==> src/rtl/i2c_pkg.sv <==
// Shared types for the I2C target engine: FSM state encoding and R/W bit values.
package i2c_pkg;

    typedef enum logic [3:0] {
        IDLE,
        DEV_ADDR,
        DEV_ACK,
        REG_ADDR,
        REG_ACK,
        WR_DATA,
        WR_ACK,
        RD_DATA,
        RD_ACK
    } i2c_state_t;

    localparam logic RW_WRITE = 1'b0;
    localparam logic RW_READ  = 1'b1;

endpackage

==> src/rtl/i2c_line_filter.sv <==
// Conditions one raw open-drain line: 2-flop synchroniser, FILT_LEN-sample glitch
// filter, and single-cycle rise/fall flags issued together with the filtered change.
module i2c_line_filter #(
    parameter int FILT_LEN = 3
) (
    input  logic clk,
    input  logic rst_n,
    input  logic raw,
    output logic level,
    output logic rise,
    output logic fall
);

    localparam int CW = (FILT_LEN > 1) ? $clog2(FILT_LEN) : 1;

    logic [1:0]    sync;
    logic [CW-1:0] cnt;

    // Idle bus is high, so the filtered line starts high to avoid a false edge out of reset.
    always_ff @(posedge clk) begin
        if (!rst_n) begin
            sync  <= 2'b11;
            level <= 1'b1;
            cnt   <= '0;
            rise  <= 1'b0;
            fall  <= 1'b0;
        end else begin
            sync <= {sync[0], raw};
            rise <= 1'b0;
            fall <= 1'b0;
            if (sync[1] == level) begin
                cnt <= '0;
            end else if (cnt == CW'(FILT_LEN - 1)) begin
                level <= sync[1];
                cnt   <= '0;
                rise  <= sync[1];
                fall  <= ~sync[1];
            end else begin
                cnt <= cnt + 1'b1;
            end
        end
    end

endmodule

==> src/rtl/i2c_target_engine.sv <==
// I2C target protocol engine: decodes bus events, matches the device address and
// drives byte writes / read data towards the register map behind it.
module i2c_target_engine #(
    parameter logic [6:0] DEV_ADDR = 7'h3C,
    parameter int         FILT_LEN = 3,
    parameter int         WR_PULSE = 2,
    parameter int         SDA_HOLD = 4
) (
    input  logic                 clk,
    input  logic                 rst_n,
    input  logic                 scl_i,
    input  logic                 sda_i,
    output logic                 sda_oe,
    output logic [7:0]           addr,
    output logic [7:0]           wdata,
    output logic                 wr_en_wdata,
    input  logic [7:0]           rdata,
    output logic                 busy,
    output i2c_pkg::i2c_state_t  dbg_state
);

    logic scl_f, scl_rise, scl_fall;
    logic sda_f, sda_rise, sda_fall;
    logic start_evt, stop_evt;
    logic [7:0] rx_byte;
    logic last_bit;

    i2c_pkg::i2c_state_t state;
    logic [7:0] shift;
    logic [3:0] bit_cnt;
    logic       rw;
    logic       nack;
    logic [7:0] hold_cnt;
    logic       oe_pend;
    logic [7:0] pulse_cnt;
    logic       addr_inc;

    i2c_line_filter #(.FILT_LEN(FILT_LEN)) u_scl_filt (
        .clk   (clk),
        .rst_n (rst_n),
        .raw   (scl_i),
        .level (scl_f),
        .rise  (scl_rise),
        .fall  (scl_fall)
    );

    i2c_line_filter #(.FILT_LEN(FILT_LEN)) u_sda_filt (
        .clk   (clk),
        .rst_n (rst_n),
        .raw   (sda_i),
        .level (sda_f),
        .rise  (sda_rise),
        .fall  (sda_fall)
    );

    assign start_evt = sda_fall & scl_f;
    assign stop_evt  = sda_rise & scl_f;
    assign rx_byte   = {shift[6:0], sda_f};
    assign last_bit  = (bit_cnt == 4'd7);
    assign dbg_state = state;

    always_ff @(posedge clk) begin
        if (!rst_n) begin
            state       <= i2c_pkg::IDLE;
            shift       <= '0;
            bit_cnt     <= '0;
            rw          <= i2c_pkg::RW_WRITE;
            nack        <= 1'b0;
            hold_cnt    <= '0;
            oe_pend     <= 1'b0;
            pulse_cnt   <= '0;
            addr_inc    <= 1'b0;
            sda_oe      <= 1'b0;
            addr        <= '0;
            wdata       <= '0;
            wr_en_wdata <= 1'b0;
            busy        <= 1'b0;
        end else begin
            // Write strobe runs independently of bus events so it always completes.
            if (wr_en_wdata) begin
                if (pulse_cnt == 8'd1) begin
                    wr_en_wdata <= 1'b0;
                    addr_inc    <= 1'b1;
                end else begin
                    pulse_cnt <= pulse_cnt - 8'd1;
                end
            end
            if (addr_inc) begin
                addr     <= addr + 8'd1;
                addr_inc <= 1'b0;
            end

            if (hold_cnt != 8'd0) begin
                hold_cnt <= hold_cnt - 8'd1;
                if (hold_cnt == 8'd1) sda_oe <= oe_pend;
            end

            if (stop_evt) begin
                state   <= i2c_pkg::IDLE;
                busy    <= 1'b0;
                bit_cnt <= '0;
            end else if (start_evt) begin
                state   <= i2c_pkg::DEV_ADDR;
                bit_cnt <= '0;
            end else if (scl_rise) begin
                case (state)
                    i2c_pkg::DEV_ADDR: if (bit_cnt < 4'd8) begin
                        shift   <= rx_byte;
                        bit_cnt <= bit_cnt + 4'd1;
                        if (last_bit) begin
                            if (rx_byte[7:1] == DEV_ADDR) begin
                                busy <= 1'b1;
                                rw   <= rx_byte[0];
                            end else begin
                                state <= i2c_pkg::IDLE;
                            end
                        end
                    end
                    i2c_pkg::REG_ADDR: if (bit_cnt < 4'd8) begin
                        shift   <= rx_byte;
                        bit_cnt <= bit_cnt + 4'd1;
                        if (last_bit) addr <= rx_byte;
                    end
                    i2c_pkg::WR_DATA: if (bit_cnt < 4'd8) begin
                        shift   <= rx_byte;
                        bit_cnt <= bit_cnt + 4'd1;
                        if (last_bit) begin
                            wdata       <= rx_byte;
                            wr_en_wdata <= 1'b1;
                            pulse_cnt   <= 8'(WR_PULSE);
                        end
                    end
                    i2c_pkg::RD_DATA: bit_cnt <= bit_cnt + 4'd1;
                    i2c_pkg::RD_ACK: begin
                        nack <= sda_f;
                        if (!sda_f) addr <= addr + 8'd1;
                    end
                    default: ;
                endcase
            end else if (scl_fall) begin
                // Every SCL fall schedules the next SDA drive value; release unless a state claims the line.
                hold_cnt <= 8'(SDA_HOLD);
                oe_pend  <= 1'b0;
                case (state)
                    i2c_pkg::DEV_ADDR: if (bit_cnt == 4'd8) begin
                        state   <= i2c_pkg::DEV_ACK;
                        oe_pend <= 1'b1;
                    end
                    i2c_pkg::REG_ADDR: if (bit_cnt == 4'd8) begin
                        state   <= i2c_pkg::REG_ACK;
                        oe_pend <= 1'b1;
                    end
                    i2c_pkg::WR_DATA: if (bit_cnt == 4'd8) begin
                        state   <= i2c_pkg::WR_ACK;
                        oe_pend <= 1'b1;
                    end
                    i2c_pkg::DEV_ACK: begin
                        bit_cnt <= '0;
                        if (rw == i2c_pkg::RW_READ) begin
                            state   <= i2c_pkg::RD_DATA;
                            shift   <= rdata;
                            oe_pend <= ~rdata[7];
                        end else begin
                            state <= i2c_pkg::REG_ADDR;
                        end
                    end
                    i2c_pkg::REG_ACK, i2c_pkg::WR_ACK: begin
                        state   <= i2c_pkg::WR_DATA;
                        bit_cnt <= '0;
                    end
                    i2c_pkg::RD_DATA: begin
                        if (bit_cnt == 4'd8) begin
                            state <= i2c_pkg::RD_ACK;
                        end else begin
                            shift   <= {shift[6:0], 1'b0};
                            oe_pend <= ~shift[6];
                        end
                    end
                    i2c_pkg::RD_ACK: begin
                        bit_cnt <= '0;
                        if (nack) begin
                            state <= i2c_pkg::IDLE;
                        end else begin
                            state   <= i2c_pkg::RD_DATA;
                            shift   <= rdata;
                            oe_pend <= ~rdata[7];
                        end
                    end
                    default: ;
                endcase
            end
        end
    end

endmodule

==> config.mk <==
export PLATFORM = sky130hd
export DESIGN_NAME = i2c_target_engine
export DESIGN_NICKNAME = d
export VERILOG_FILES = /design/src/rtl/i2c_pkg.sv /design/src/rtl/i2c_line_filter.sv /design/src/rtl/i2c_target_engine.sv
export SDC_FILE = /design/constraint.sdc
export NUM_CORES = 1
export LEC_CHECK = 0
export BUFFER_PORTS_ARGS = -buffer_cell sky130_fd_sc_hd__buf_2
export CORE_MARGIN = 2
export CORE_UTILIZATION = 40
export DETAILED_ROUTE_END_ITERATION = 16
export PLACE_DENSITY_LB_ADDON = 0.2
export SLEW_MARGIN = 30
export SYNTH_ARGS = -nofsm -noshare
export SYNTH_HDL_FRONTEND = slang
export SYNTH_SLANG_ARGS = --single-unit
==> constraint.sdc <==
create_clock -name clk -period 2.45 [get_ports clk]
set_input_delay 0.49 -clock clk [delete_from_list [all_inputs] [get_ports clk]]
set_output_delay 0.49 -clock clk [all_outputs]
set_load 0.005 [all_outputs]
==> results of run 1 <==
## cell type report
type | count | area, um2 | area share
Multi-Input combinational cell | 316 | 2168 | 0.5178
Sequential cell | 68 | 1361 | 0.3251
Timing Repair Buffer | 46 | 260.3 | 0.06215
Tap cell | 111 | 138.9 | 0.03316
Clock buffer | 9 | 123.9 | 0.02958
Clock inverter | 7 | 75.07 | 0.01793
Inverter | 16 | 60.06 | 0.01434
## placed cells by master, fill, tap and decap left out, drive strengths merged, types with 10 or more instances in the layout
cell type,netlist,final
nor2,40,40
xnor2,16,16
mux2i,25,25
ha,10,10
xor2,10,10
nand2,37,37
a21oi,17,17
o21ai,15,15
nand3,13,13
dfxtp,68,68
inv,16,18
buf,12,46
nand2b,11,11
nor2b,15,15
## cell families after synthesis
| logic type | synth area share |
|---|---|
| fa+ha+maj | 0.03377 |
| xor+xnor | 0.06146 |
| compound gates | 0.1540 |
| mux | 0.07058 |
| simple gates | 0.2654 |
| flops | 0.3674 |
| buf+inv | 0.04728 |
## worst max-delay path by stage
stage,end,slack [ns],cells past startpoint
after floorplan,dbg_state[2],0.67,6
after global placement,dbg_state[2],0.44,6
after detailed placement,pulse_cnt[5],0.39,5
after CTS,pulse_cnt[5],0.37,5
after global routing,dbg_state[0],0.19,6
final,pulse_cnt[3],0.38,5
## through the flow
| step | area, um2 | setup slack (ns) | hold slack [ns] | cells | total power (uW) |
|---|---|---|---|---|---|
| 6_report | 4188 | 0.3773 | 0.3202 | 573 | 2533 |
| 5_1_grt | 4188 | 0.1867 | 0.3076 | 573 | 2682 |
| 4_1_cts | 4188 | 0.3678 | 0.3129 | 573 | 2567 |
| 3_5_place_dp | 3989 | 0.3854 | 0.3964 | 557 | 1624 |
| 3_3_place_gp | 3989 | 0.4358 | 0.3989 | 557 | 1615 |
| 2_1_floorplan | 3705 | 0.6684 | 0.3863 | 422 | 1551 |
## state kept, by name, summed over array words and instances, names as in the netlist, 2 cells and up
register         count
bit_cnt              4
u_sda_filt.sync      2
shift                7
wdata                8
dbg_state            4
u_scl_filt.sync      2
u_scl_filt.cnt       2
addr                 8
u_sda_filt.cnt       2
hold_cnt             8
pulse_cnt            8
## layer usage
layer,global-route usage,vias up,share of wire
li1,-,1579,-
met1,0.2324,1448,0.48
met2,0.2834,56,0.48
met3,0.02994,10,0.033
met4,0.07060,0,0.015
met5,0,-,0
## worst register-to-register path, stage by stage (launching register included)
cell and delay (ns):
dfxtp_1 0.40, ha_1 0.26, nand3b_1 0.13, or4_1 0.84
nand3_2 0.27, nor2_1 0.07
## power groups by stage
stage | clock network, uW | registers, uW | logic (uW)
finish | 943 | 1230 | 363
global route | 1020 | 1240 | 424
CTS | 969 | 1230 | 369
detailed placement | 0 | 1260 | 368
global placement | 0 | 1250 | 361
floorplan | 0 | 1240 | 310
==> reports/metrics.yaml, run 1 <==
finClkSkew_ns: 0.008850
synth.distinct_cells: 65
crit_slowest_cell: "or4_1"
drt-wirelength-per-cell_um: 14.65
max_stage_delay_ns: 0.84
p_leak_uw: 0.001775
synthesis.instances: 422
dieArea_um2: 10050
worstSetupStartpointType: "flop"
finalHoldViolations: 0
hp-class: "in -> reg"
die_x_um: 100.2
status: "finished, final reports clean"
clkSinkCount: 68
syn_to_final_growth_pct: 13.04
grt-ovfl-total: 0
min_path_cells: 2
htreeDepth: 3
peakVddDrop_v: 0.0002399
yosys_warnings: 0
clk_pin_slew_ns: 0.08
grt_max_degree: 34
ff2ff_path_depth: 5
sw_frac_of_total: 0.2829
switchingPower_uw: 716.6
reg2reg_to: "pulse_cnt[3]"
rsz0062_at_grt: "no"
cts_resized: 0
finalMaxSlewViolations: 0
drt_iter0_markers: 101
clock.fmax_mhz: 482.5
hold_end: "u_scl_filt.sync[0]"
synth.most_common_cell: "dfxtp_1"
path_buf_inv: 0
gp_congestion: 0.8960
p_clk_frac: 0.372
post_cts_buffers: 0
dominantRegCellSynth: "dfxtp_1"
synth_edf_count: 0
yosys.area.top_type: "dfxtp_1"
track_usage: 0.1753
initial_utilization: 0.4067
routed-via-count: 3093
r2r_start: "bit_cnt[0]"
antenna_found_initial: 0
finalNetCount: 479
chipHeight_um: 100.2
power.density_nw_per_um2: 604.8
critical_path.top_delay_family: "simple AND/OR/NAND/NOR gates"
worstSetupEndpointType: "flop"
ios: 35
pwr-share-seq: 0.484
synthTopCellsByCount: "68 x dfxtp_1, 40 x nor2_1, 36 x nand2_1, 25 x mux2i_1"
crit_path_start: "bit_cnt[0]"
cap_violations: 0
num_antenna_cells: 0
cp.required_ns: 2.68
clk_path_buf_depth: 2
synth_area_per_cell_um2: 8.779
ys_ff_latch: 68
wl_mm: 8.394
hold_buffers: 0
final-setup-viol-count: 0
place_hpwl_mm: 6.159
grt_pass1_vias: 2842
netlist_area_um2: 3705
min_period_over_period: 0.8460
tightest_slew_ns: 0.5987
clkLatencyLatePin_ns: 0.35
io_buffers: 34
root_buffer: "clkbuf_8"
nFillCells: 925
syn-num-nets: 444
synth_top_area_frac: 0.3674
dr.pass1.iters: 4
core-area_um2: 9109
ys_top_cells_by_area: "dfxtp_1 37%, mux2i_1 6.8%, nor2_1 4.1%"
fp-row-count: 35
rrSetupSlack_ns: 0.38
timing.final.crit_period_ns: 2.073
cts_tree: "built"
crit_fanout: 12
arrival_ns: 2.31
drcViolationCount: 0
path_cells: "ha_1, nand3b_1, or4_1, nand3_2, nor2_1"
fin_util: 0.4598
tns_ns: 0
pwr-share-comb: 0.143
relSlewSlack: 0.6009
numCtsBuffers: 9
internal_power_uw: 1816
viasPerCell: 5.398
critical_path_class: "reg -> reg"
drive_gt1_frac: 0.1623
worstHoldStart: "scl_i"
seq_area_frac_synth: 0.3674
postRouteAntennaNets: 0
grt_pass1_wl_mm: 13.97
async_flop_share: 0
Power figures use the tool's default switching activity.
==> inputs of run 2 (changes only) <==
Settings changed: ABC_AREA set to 1.
Clock period 2.45 ns to 1.9 ns, I/O delays scaled along.
==> reports/metrics.yaml, run 2 <==
status: "finished, final reports clean"  # unchanged
synth_top_family_by_area: "simple AND/OR/NAND/NOR gates"  # unchanged
p_leak_uw: 0.001925  # was 0.001775 uW
synth_mux_area_frac: 0.01839  # was 0.07058
syn-num-nets: 557  # was 444
viasPerCell: 4.952  # was 5.398
finalNetCount: 602  # was 479
cts_tree: "built"  # unchanged
finClkSkew_ns: 0.008553  # was 0.008850 ns
worstHoldStart: "scl_i"  # unchanged
hold_end: "u_scl_filt.sync[0]"  # unchanged
grt_pass1_vias: 3126  # was 2,842
netlist_area_um2: 3675  # was 3705 um2
crit_slowest_cell: "dfxtp_1"  # was or4_1
die_x_um: 99.85  # was 100.2 um
cp_common_cell: "nor2_1"
async_flop_share: 0  # unchanged
yosys.area.top_type: "dfxtp_1"  # unchanged
clkLatencyLatePin_ns: 0.34  # was 0.35 ns
critical_path_class: "reg -> reg"  # unchanged
tns_ns: 0  # unchanged
clk_pin_slew_ns: 0.07  # was 0.08 ns
chipHeight_um: 99.85  # was 100.2 um
relSlewSlack: 0.6280  # was 0.6009
drt-wirelength-per-cell_um: 12.40  # was 14.65 um
ys_ff_latch: 68  # unchanged
synthSimpleGateAreaFrac: 0.3364  # was 0.2655
cp.required_ns: 2.13  # was 2.68 ns
dominantRegCellSynth: "dfxtp_1"  # unchanged
path_cells: "inv_2, nor2_2, nand2_2, nand2_1, mux2_2, nor2_1, nor2_1"  # was ha_1, nand3b_1, or4_1, nand3_2, nor2_1
seqCellArea_um2: 1361  # unchanged
clk_path_buf_depth: 2  # unchanged
dr.pass1.iters: 4  # unchanged
reg2reg_to: "shift[5]"  # was pulse_cnt[3]
rrSetupSlack_ns: 0.19  # was 0.38 ns
synthesis.instances: 535  # was 422
grt-ovfl-total: 0  # unchanged
htreeDepth: 3  # unchanged
hold_buffers: 0  # unchanged
ios: 35  # unchanged
final-setup-viol-count: 0  # unchanged
r2r_start: "dbg_state[2]"  # was bit_cnt[0]
grt_max_degree: 19  # was 34
multi_input_comb_area_um2: 2002  # was 2168 um2
timing.final.crit_period_ns: 1.710  # was 2.073 ns
seq_area_frac_synth: 0.3704  # was 0.3674
synth_area_per_cell_um2: 6.869  # was 8.779 um2
drcViolationCount: 0  # unchanged
numCtsBuffers: 9  # unchanged
final_common_cell: "nand2_1"  # was dfxtp_1
hp-class: "in -> reg"  # unchanged
ys_top_cells_by_area: "dfxtp_1 37%, nand2_1 13%, nor2_1 8.0%"  # was dfxtp_1 37%, mux2i_1 6.8%, nor2_1 4.1%
fp-row-count: 34  # was 35
track_usage: 0.1786  # was 0.1753
syn_to_final_growth_pct: 14.03  # was 13.04%
min_period_over_period: 0.8998  # was 0.8460
num_antenna_cells: 0  # unchanged
power.density_nw_per_um2: 731.1  # was 604.8 nW/um2
io_buffers: 34  # unchanged
final_cells: 692  # was 573
max_stage_delay_ns: 0.42  # was 0.84 ns
finalMaxSlewViolations: 0  # unchanged
synth_edf_count: 0  # unchanged
core-area_um2: 8806  # was 9109 um2
synth.most_common_cell: "nand2_1"  # was dfxtp_1
root_buffer: "clkbuf_8"  # unchanged
path_buf_inv: 1  # was 0
wl_mm: 8.583  # was 8.394 mm
min_path_cells: 2  # unchanged
synth_top_area_frac: 0.3704  # was 0.3674
grt_pass1_wl_mm: 14.26  # was 13.97 mm
dieArea_um2: 9970  # was 10,050 um2
synthTopCellsByCount: "128 x nand2_1, 78 x nor2_1, 68 x dfxtp_1, 56 x inv_1, 34 x a21oi_1"  # was 68 x dfxtp_1, 40 x nor2_1, 36 x nand2_1, 25 x mux2i_1
critical_path.top_delay_family: "simple AND/OR/NAND/NOR gates"  # unchanged
dpl.cell_count: 677  # was 557
synthXorXnorAreaFrac: 0.02860  # was 0.06147
initial_utilization: 0.4173  # was 0.4067
arrival_ns: 1.94  # was 2.31 ns
tightest_slew_ns: 0.5574  # was 0.5987 ns
finalHoldViolations: 0  # unchanged
synth-compound-area-share: 0.1273  # was 0.1540
worstSetupStartpointType: "flop"  # unchanged
synth.distinct_cells: 41  # was 65
cts_resized: 0  # unchanged
crit_fanout: 6  # was 12
worstSetupEndpointType: "flop"  # unchanged
gp_congestion: 0.8772  # was 0.8960
postRouteAntennaNets: 0  # unchanged
drt_iter0_markers: 145  # was 101
place_area_um2: 4003  # was 3989 um2
peakVddDrop_v: 0.0003150  # was 0.0002399 V
most-common-layout-cells: "128 x nand2_1, 78 x nor2_1, 68 x dfxtp_1"  # was 68 x dfxtp_1, 40 x nor2_1, 36 x nand2_1
clock.fmax_mhz: 584.9  # was 482.5 MHz
post_cts_buffers: 0  # unchanged
cap_violations: 0  # unchanged
rsz0062_at_grt: "no"  # unchanged
nFillCells: 926  # was 925
drive_gt1_frac: 0.1627  # was 0.1623
place_hpwl_mm: 6.516  # was 6.159 mm
ff2ff_path_depth: 7  # was 5
routed-via-count: 3427  # was 3,093
clkSinkCount: 68  # unchanged
synth_adder_area_share: 0.03405  # was 0.03377
finalInstanceArea_um2: 4190  # was 4188 um2
yosys_warnings: 0  # unchanged
antenna_found_initial: 0  # unchanged
run 2: kinds of logic after synthesis:
kind of cell | after synthesis
flip-flops | 68
multiplexers | 6
AO/OA/AOI/OAI | 82
XOR/XNOR | 12
buffers and inverters | 77
adder cells (fa/ha/maj) | 10
AND/OR/NAND/NOR | 280
run 2: layer usage:
| layer | vias to the layer above | GRT usage | routed length [um] |
|---|---|---|---|
| li1 | 1829 | - | - |
| met1 | 1519 | 0.2377 | 4237 |
| met2 | 71 | 0.2890 | 3830 |
| met3 | 8 | 0.03621 | 433 |
| met4 | 0 | 0.06322 | 80 |
| met5 | - | 0 | 0 |
run 2: where the power goes:
part           switching, uW  internal [uW]
logic                    246            159
registers               40.6           1490
clock network            516            608
run 2: through the flow:
step | util | power [uW] | hold slack (ns) | worst slack, ns
6_report | 0.4758 | 3064 | 0.2201 | 0.1903
5_1_grt | 0.4758 | 3240 | 0.2141 | 0.01493
4_1_cts | 0.4758 | 3101 | 0.2047 | 0.1983
3_5_place_dp | 0.4545 | 1979 | 0.3983 | 0.2128
3_3_place_gp | 0.4545 | 1960 | 0.3999 | 0.1997
2_1_floorplan | - | 1879 | 0.3925 | 0.3575
run 2: worst register-to-register path, delay by kind of cell, from the launching register on:
| family | cells | cell delay (ns) |
|---|---|---|
| and+or+nand+nor | 5 | 0.72 |
| muxes | 1 | 0.37 |
| buffers and inverters | 1 | 0.08 |
| DFF | 1 | 0.42 |
run 2: worst max-delay path by stage:
stage               slack (ns)           end         start  depth (start not counted)
CTS                       0.20      shift[1]  dbg_state[2]                          7
global placement          0.20      shift[3]  dbg_state[2]                          7
global route              0.01      wdata[2]  dbg_state[2]                          8
detailed placement        0.21      shift[2]  dbg_state[2]                          7
floorplan                 0.36  dbg_state[0]    bit_cnt[0]                         10
finish                    0.19      shift[5]  dbg_state[2]                          7
run 2: cell type report:
| cell class | instances | area share |
|---|---|---|
| multi-input combinational | 390 | 0.4778 |
| clock buffer | 14 | 0.04360 |
| inverter | 65 | 0.05823 |
| clock inverter | 1 | 0.001194 |
| timing repair buffer | 46 | 0.06211 |
| tap | 108 | 0.03225 |
| sequential | 68 | 0.3249 |
